## config.mk

```make
export PLATFORM = sky130hd
export DESIGN_NAME = fb_scanout
export DESIGN_NICKNAME = d
export VERILOG_FILES = /design/src/rtl/fb_scanout.sv
export SDC_FILE = /design/constraint.sdc
export NUM_CORES = 1
export LEC_CHECK = 0
export ABC_AREA = 1
export CAP_MARGIN = 30
export CORE_UTILIZATION = 35
export DETAILED_ROUTE_END_ITERATION = 16
export PLACE_DENSITY_LB_ADDON = 0.3
export SLEW_MARGIN = 20
export SYNTH_ARGS = -nofsm -noshare
export SYNTH_HDL_FRONTEND = slang
export SYNTH_SLANG_ARGS = --single-unit
```

## constraint.sdc

```tcl
create_clock -name CLK -period 1 [get_ports CLK]
set_input_delay 0.3 -clock CLK [delete_from_list [all_inputs] [get_ports CLK]]
set_output_delay 0.3 -clock CLK [all_outputs]
set_load 0.005 [all_outputs]
```

## src/rtl/fb_scanout.sv

```systemverilog
// ============================================================================
// fb_scanout -- framebuffer scan-out: 2-bit-per-channel pixel fetch to VGA.
// Option: FB_SCANOUT_DOUBLE_BUFFER_EN enables bank swapping at frame boundary.
// Revision: 1.0
// ============================================================================
`default_nettype none

module fb_scanout #(
  parameter int H_RES = 640,
  parameter int V_RES = 480
) (
  input  logic        CLK,
  input  logic        RST_BTN,
  input  logic        i_pix_stb,
  input  logic [9:0]  i_x,
  input  logic [8:0]  i_y,
  input  logic        i_hs,
  input  logic        i_vs,
  output logic        o_rd_en,
  output logic [19:0] o_rd_addr,
  input  logic [5:0]  i_rd_data,
  input  logic        i_swap_req,
  output logic        o_swap_ack,
  output logic        o_disp_bank,
  output logic [3:0]  VGA_R,
  output logic [3:0]  VGA_G,
  output logic [3:0]  VGA_B,
  output logic        VGA_HS_O,
  output logic        VGA_VS_O
);

  localparam logic [10:0] H_LIM = 11'(H_RES);
  localparam logic [9:0]  V_LIM = 10'(V_RES);

  logic        visible;
  logic [19:0] lin_addr;
  logic        bank_bit;
  logic        a_valid, a_vis, a_hs, a_vs;
  logic        rd_pend;
  logic [5:0]  pix_data;
  logic [5:0]  cur_pix;

  assign visible  = ({1'b0, i_x} < H_LIM) && ({1'b0, i_y} < V_LIM);
  assign lin_addr = 20'(i_y) * 20'(H_RES) + 20'(i_x);
  // Read data may arrive on the same edge as the next strobe, so forward it.
  assign cur_pix  = rd_pend ? i_rd_data : pix_data;

  always_ff @(posedge CLK or negedge RST_BTN) begin
    if (!RST_BTN) begin
      o_rd_en   <= 1'b0;
      o_rd_addr <= '0;
      rd_pend   <= 1'b0;
      pix_data  <= '0;
      a_valid   <= 1'b0;
      a_vis     <= 1'b0;
      a_hs      <= 1'b1;
      a_vs      <= 1'b1;
      VGA_R     <= '0;
      VGA_G     <= '0;
      VGA_B     <= '0;
      VGA_HS_O  <= 1'b1;
      VGA_VS_O  <= 1'b1;
    end else begin
      rd_pend <= o_rd_en;
      if (rd_pend)
        pix_data <= i_rd_data;
      if (i_pix_stb) begin
        o_rd_en   <= visible;
        // lin_addr never exceeds 19 bits, so adding the bank places it in bit 19
        o_rd_addr <= visible ? (lin_addr + {bank_bit, 19'b0}) : '0;
        a_valid   <= 1'b1;
        a_vis     <= visible;
        a_hs      <= i_hs;
        a_vs      <= i_vs;
        VGA_R     <= (a_valid && a_vis) ? {2{cur_pix[5:4]}} : 4'h0;
        VGA_G     <= (a_valid && a_vis) ? {2{cur_pix[3:2]}} : 4'h0;
        VGA_B     <= (a_valid && a_vis) ? {2{cur_pix[1:0]}} : 4'h0;
        VGA_HS_O  <= a_hs;
        VGA_VS_O  <= a_vs;
      end else begin
        o_rd_en <= 1'b0;
      end
    end
  end

`ifdef FB_SCANOUT_DOUBLE_BUFFER_EN
  localparam logic [1:0] S_IDLE    = 2'd0;
  localparam logic [1:0] S_PENDING = 2'd1;
  localparam logic [1:0] S_ACK     = 2'd2;

  logic [1:0] state, state_nxt;
  logic       disp_bank;
  logic       swap_point;

  // First strobe of the first blanking line: safe point to flip banks
  assign swap_point = i_pix_stb && (i_x == 10'd0) && ({1'b0, i_y} == V_LIM);

  always_ff @(posedge CLK or negedge RST_BTN) begin
    if (!RST_BTN)
      state <= S_IDLE;
    else
      state <= state_nxt;
  end

  always_comb begin
    state_nxt = state;
    case (state)
      S_IDLE:    if (i_swap_req) state_nxt = S_PENDING;
      S_PENDING: if (swap_point) state_nxt = S_ACK;
      S_ACK:     state_nxt = i_swap_req ? S_PENDING : S_IDLE;
      default:   state_nxt = S_IDLE;
    endcase
  end

  always_comb begin
    o_swap_ack = (state == S_ACK);
  end

  always_ff @(posedge CLK or negedge RST_BTN) begin
    if (!RST_BTN)
      disp_bank <= 1'b0;
    else if (state == S_PENDING && swap_point)
      disp_bank <= ~disp_bank;
  end

  assign o_disp_bank = disp_bank;
  assign bank_bit    = disp_bank;
`else
  logic swap_req_d;

  always_ff @(posedge CLK or negedge RST_BTN) begin
    if (!RST_BTN)
      swap_req_d <= 1'b0;
    else
      swap_req_d <= i_swap_req;
  end

  assign o_swap_ack  = swap_req_d;
  assign o_disp_bank = 1'b0;
  assign bank_bit    = 1'b0;
`endif

endmodule

`default_nettype wire
```

# --- After elaboration in Yosys (flattened, before gate mapping) ---
# Cells that the tools add are included.
op_classes:
  addsub: 1
  multipliers: 1
  magnitude_cmp: 2
  n_mux: 6
  n_reduce_logical: 2
ops:
  columns: ["operator", "n"]
  rows:
  - ["19-bit by 10-bit adder with 20-bit output", 1]
  - ["20-bit 2-to-1 mux", 1]
  - ["9-bit by 3-bit multiplier with 12-bit output (second input constant)", 1]
  - ["4-bit 2-to-1 mux", 3]
  - ["10-bit < comparator (second input constant)", 1]
  - ["9-bit < comparator (second input constant)", 1]
  - ["6-bit 2-to-1 mux", 1]
  - ["1-bit logical AND", 2]
  - ["1-bit 2-to-1 mux", 1]
word_totals:
  reg_bits: 47
  input_bits: 31
  out_inout_bits: 37
  word_cells: 26

# --- Depth between registers and ports, before layout ---
depth:
  ltp_word: 3
  depth_mapped: 14
  depth_no_buf: 14

# --- Least setup slack after synthesis ---
# OpenSTA, ideal clock, no wires.
synth_path:
  kind: "input-to-reg"
  startpoint: "in i_y[1]"
  endpoint: "reg o_rd_addr[16]"
  setup_ns: 0.117
  arrival_time_ns: 2.007
  required_time_ns: 0.883
  slack_ns: -1.124
  stages: 10
  n_path_buf: 0
  cell_sequence: "ha_1 -> ha_1 -> fa_1 -> nand4_1 -> o21ai_2 -> nand3_2 -> nor2_2 -> nand2_1 -> nand3_1 -> nand2_1"
synth_between:
  elab_chain_len: 3
  elab_cells_between_ends: 5
  cone_classes: "1 x add/sub; 1 x mul; 1 x order compare; 1 x mux; 1 x reduce/logical"
synth_rtl:
  columns: ["element", "line", "source"]
  rows:
  - ["start, declared", "16", "input logic [8:0] i_y,"]
  - ["9-bit by 3-bit multiplier with 12-bit output or 9-bit < comparator (tied branches)", "44, 43", null]
  - ["19-bit by 10-bit adder with 20-bit output or 1-bit logical AND (tied branches)", "44, 43", null]
  - ["20-bit 2-to-1 mux (*)", "70", "o_rd_addr <= visible ? (lin_addr + {bank_bit, 19'b0}) : '0;"]
  - ["end signal, assigned", "70", null]
  - ["end, declared", "20", "output logic [19:0] o_rd_addr,"]
# Every way passes the cells marked *; elsewhere a longest branch is shown, timed or not.
# A chain may end at the register's enable or synchronous reset.

# --- Worst setup path after layout ---
layout_path:
  startpoint: "in i_y[3]"
  endpoint: "reg o_rd_addr[16]"
# The elaborated chain is that of the path after synthesis.

==> flow_summary.json <==
{
  "status": "finished with violations",
  "violations": "negative setup slack",
  "period_share_pct": 194,
  "yosys_most_used_dff": "dfrtp_1",
  "pin_count": 68,
  "fin_nets": 446,
  "layout_common_cells": "76 x nand2_1, 48 x buf_4, 37 x dfrtp_1, 32 x buf_2, 26 x inv_1",
  "clock_skew_ps": 7.68,
  "post-route-drc-count": 0,
  "grt_pass1_wl_um": 9100,
  "ys_types": 30,
  "rsz0062_at_grt": "yes",
  "layout-drive-gt1-share_pct": 45.3,
  "clock_path_buffers": 2,
  "holdPathStages": 2,
  "hold_start": "i_pix_stb",
  "netlist_instances": 269,
  "final_common_cell": "nand2_1",
  "design.core.area_mm2": 0.00631,
  "hp-class": "primary input to flop",
  "async_reset_ff_share_pct": 100,
  "synth-seq-cells": 41,
  "cts-root-buf": "clkbuf_8",
  "worstSetupPathType": "primary input to flop",
  "syn_nets": 319,
  "final-max-slew-violation-count": 0,
  "max-vdd-ir-drop_mv": 0.868,
  "fin_area_mm2": 0.00379,
  "clock_sinks": 41,
  "initialDrtViolationCount": 86,
  "clk_pin_slew_worst_paths_ps": 80,
  "grt_max_degree": 42,
  "critPathArrivalTime_ps": 2130,
  "syn_avg_cell_area_um2": 8.48,
  "r2r-start": "VGA_B[1]$_DFFE_PN0P_",
  "diodes": 0,
  "routed_via_density": 4.69,
  "dr.pass1.iters": 4,
  "antenna_found_initial": 0,
  "num_vias": 2223,
  "finalHoldViolations": 0,
  "grt_overflow": 0,
  "rrSetupSlack_ps": -20,
  "grt_pass1_vias": 2083,
  "timing.hold.ws_ps": 316,
  "routedWlPerCell_um": 12.8,
  "die-width_um": 82.8,
  "die_h_um": 82.8,
  "die_area_mm2": 0.00685,
  "critPathLaunchType": "primary input",
  "p_leak_nw": 1.92,
  "r2r_cells": 6,
  "r2r-end": "VGA_B[1]$_DFFE_PN0P_",
  "preCtsSetupSlack_ps": -1690,
  "synth_edf_count": 0,
  "cts_tree": "yes",
  "p_total_mw": 4.99,
  "gp_congestion": 0.822,
  "period_minus_slack_ps": 1940,
  "htree_levels": 2,
  "yosys_warnings": 0,
  "synth.yosys.seq_area_share_pct": 45.2,
  "wl_um": 6090,
  "dpl_cell_area_mm2": 0.00333,
  "numCtsBuffers": 5,
  "ant_nets": 0,
  "initial_core_util_pct": 36.1,
  "worstPathRequired_ps": 1190,
  "grt_use_total_pct": 17.6,
  "syn_to_final_growth_pct": 66.2,
  "fmax_mhz": 516,
  "cap_violations": 0,
  "dp_cells": 437,
  "port_buffers": 66,
  "p_per_area_mw_per_mm2": 1320,
  "worstPathMaxFanout": 3,
  "post-dp-hpwl_um": 4110,
  "clk_latency_ps": 300,
  "hold_end": "a_valid$_DFFE_PN0P_",
  "rows": 29,
  "finalWorstSetupSlack_ps": -937,
  "finalSetupViolCount": 48,
  "final_cells": 474,
  "endpoint_kind": "flop",
  "synth_area_mm2": 0.00228
}
[worst max path at each step]
stage / from / to / slack, ps / cells after the start
after floorplan: i_y[1] / o_rd_addr[16]$_DFFE_PN0P_ / -1030 / 10
after global placement: i_y[1] / o_rd_addr[16]$_DFFE_PN0P_ / -1610 / 11
after detailed placement: i_y[1] / o_rd_addr[16]$_DFFE_PN0P_ / -1690 / 11
after CTS: i_y[3] / o_rd_addr[16]$_DFFE_PN0P_ / -900 / 11
after global routing: i_y[3] / o_rd_addr[16]$_DFFE_PN0P_ / -1010 / 11
final: i_y[3] / o_rd_addr[16]$_DFFE_PN0P_ / -940 / 11
[critical path, cell delays in order]
cell	delay, ps
buf_8	100
ha_4	230
ha_4	160
fa_2	570
nand4_1	110
o21ai_2	180
nand3_2	130
nor2_2	150
nand2_1	60
nand3_1	80
nand2_1	50
[power breakdown]
part / internal (mW) / switching (mW) / total, mW
clock network: 0.559 / 0.574 / 1.13
logic: 1.02 / 0.870 / 1.89
registers: 1.86 / 0.105 / 1.97
[through the flow]
stage	utilization (%)	setup TNS, ps
floorplan	-	-8010
global placement	52.8	-31680
detailed placement	52.8	-32510
CTS	58.2	-12580
global route	60.1	-14320
finish	60.1	-12250
[metal layers]
metal,GRT usage (%),part of all wire (%)
met5,0,0
met4,5.17,1.7
met3,5.38,5.4
met2,29.8,50
met1,21.4,43
[cell families after synthesis]
logic type               count (synthesis)  share of synthesized area (%)
AND/OR/NAND/NOR                        127                           23.9
buffers and inverters                   42                           8.88
flip-flops                              41                           45.2
AO/OA/AOI/OAI                           38                           10.4
adder cells (fa/ha/maj)                 19                           11.1
XOR/XNOR                                 1                          0.384
other                                    1                          0.164
[sequential cells by signal, summed over array words and instances (netlist names)]
name        flops
o_rd_en         1
rd_pend         1
VGA_VS_O        1
a_valid         1
VGA_HS_O        1
o_swap_ack      1
VGA_B           2
a_vs            1
VGA_G           2
pix_data        6
VGA_R           2
a_hs            1
a_vis           1
o_rd_addr      20
[synthesized netlist by cell type, types with 3 or more instances]
| master | n | share of area (%) |
|---|---|---|
| a21oi_1 | 5 | 1.1 |
| a22o_1 | 9 | 3.5 |
| buf_4 | 7 | 2.3 |
| dfrtp_1 | 37 | 41 |
| dfstp_2 | 4 | 4.6 |
| ha_1 | 17 | 9.3 |
| inv_1 | 28 | 4.6 |
| nand2_1 | 86 | 14 |
| nand2_2 | 4 | 1.1 |
| nand3_1 | 18 | 3.9 |
| nand4_1 | 3 | 0.82 |
| nor2_1 | 8 | 1.3 |
| nor2_2 | 3 | 0.82 |
| o21ai_0 | 18 | 3.9 |
[timing repair]
item | 4_1_cts | 5_1_grt
setup endpoints to repair | 66 | 60
hold buffers | 1 | 0
gates cloned | 1 | 0
gates resized for setup | 240 | 38
pin swaps | 30 | 16
buffers inserted | 24 | 10
endpoints found under the hold margin | 37 | 0
[layout make-up]
type	instances	area, um2
fill	550	2520
multi-input combinational	186	1350
timing repair buffer	131	1090
sequential	41	1030
inverter	30	120
tap	77	96.3
clock buffer	6	82.6
clock inverter	2	13.8
timing repair inverter	1	6.26
(Power assumes the default switching activity.)
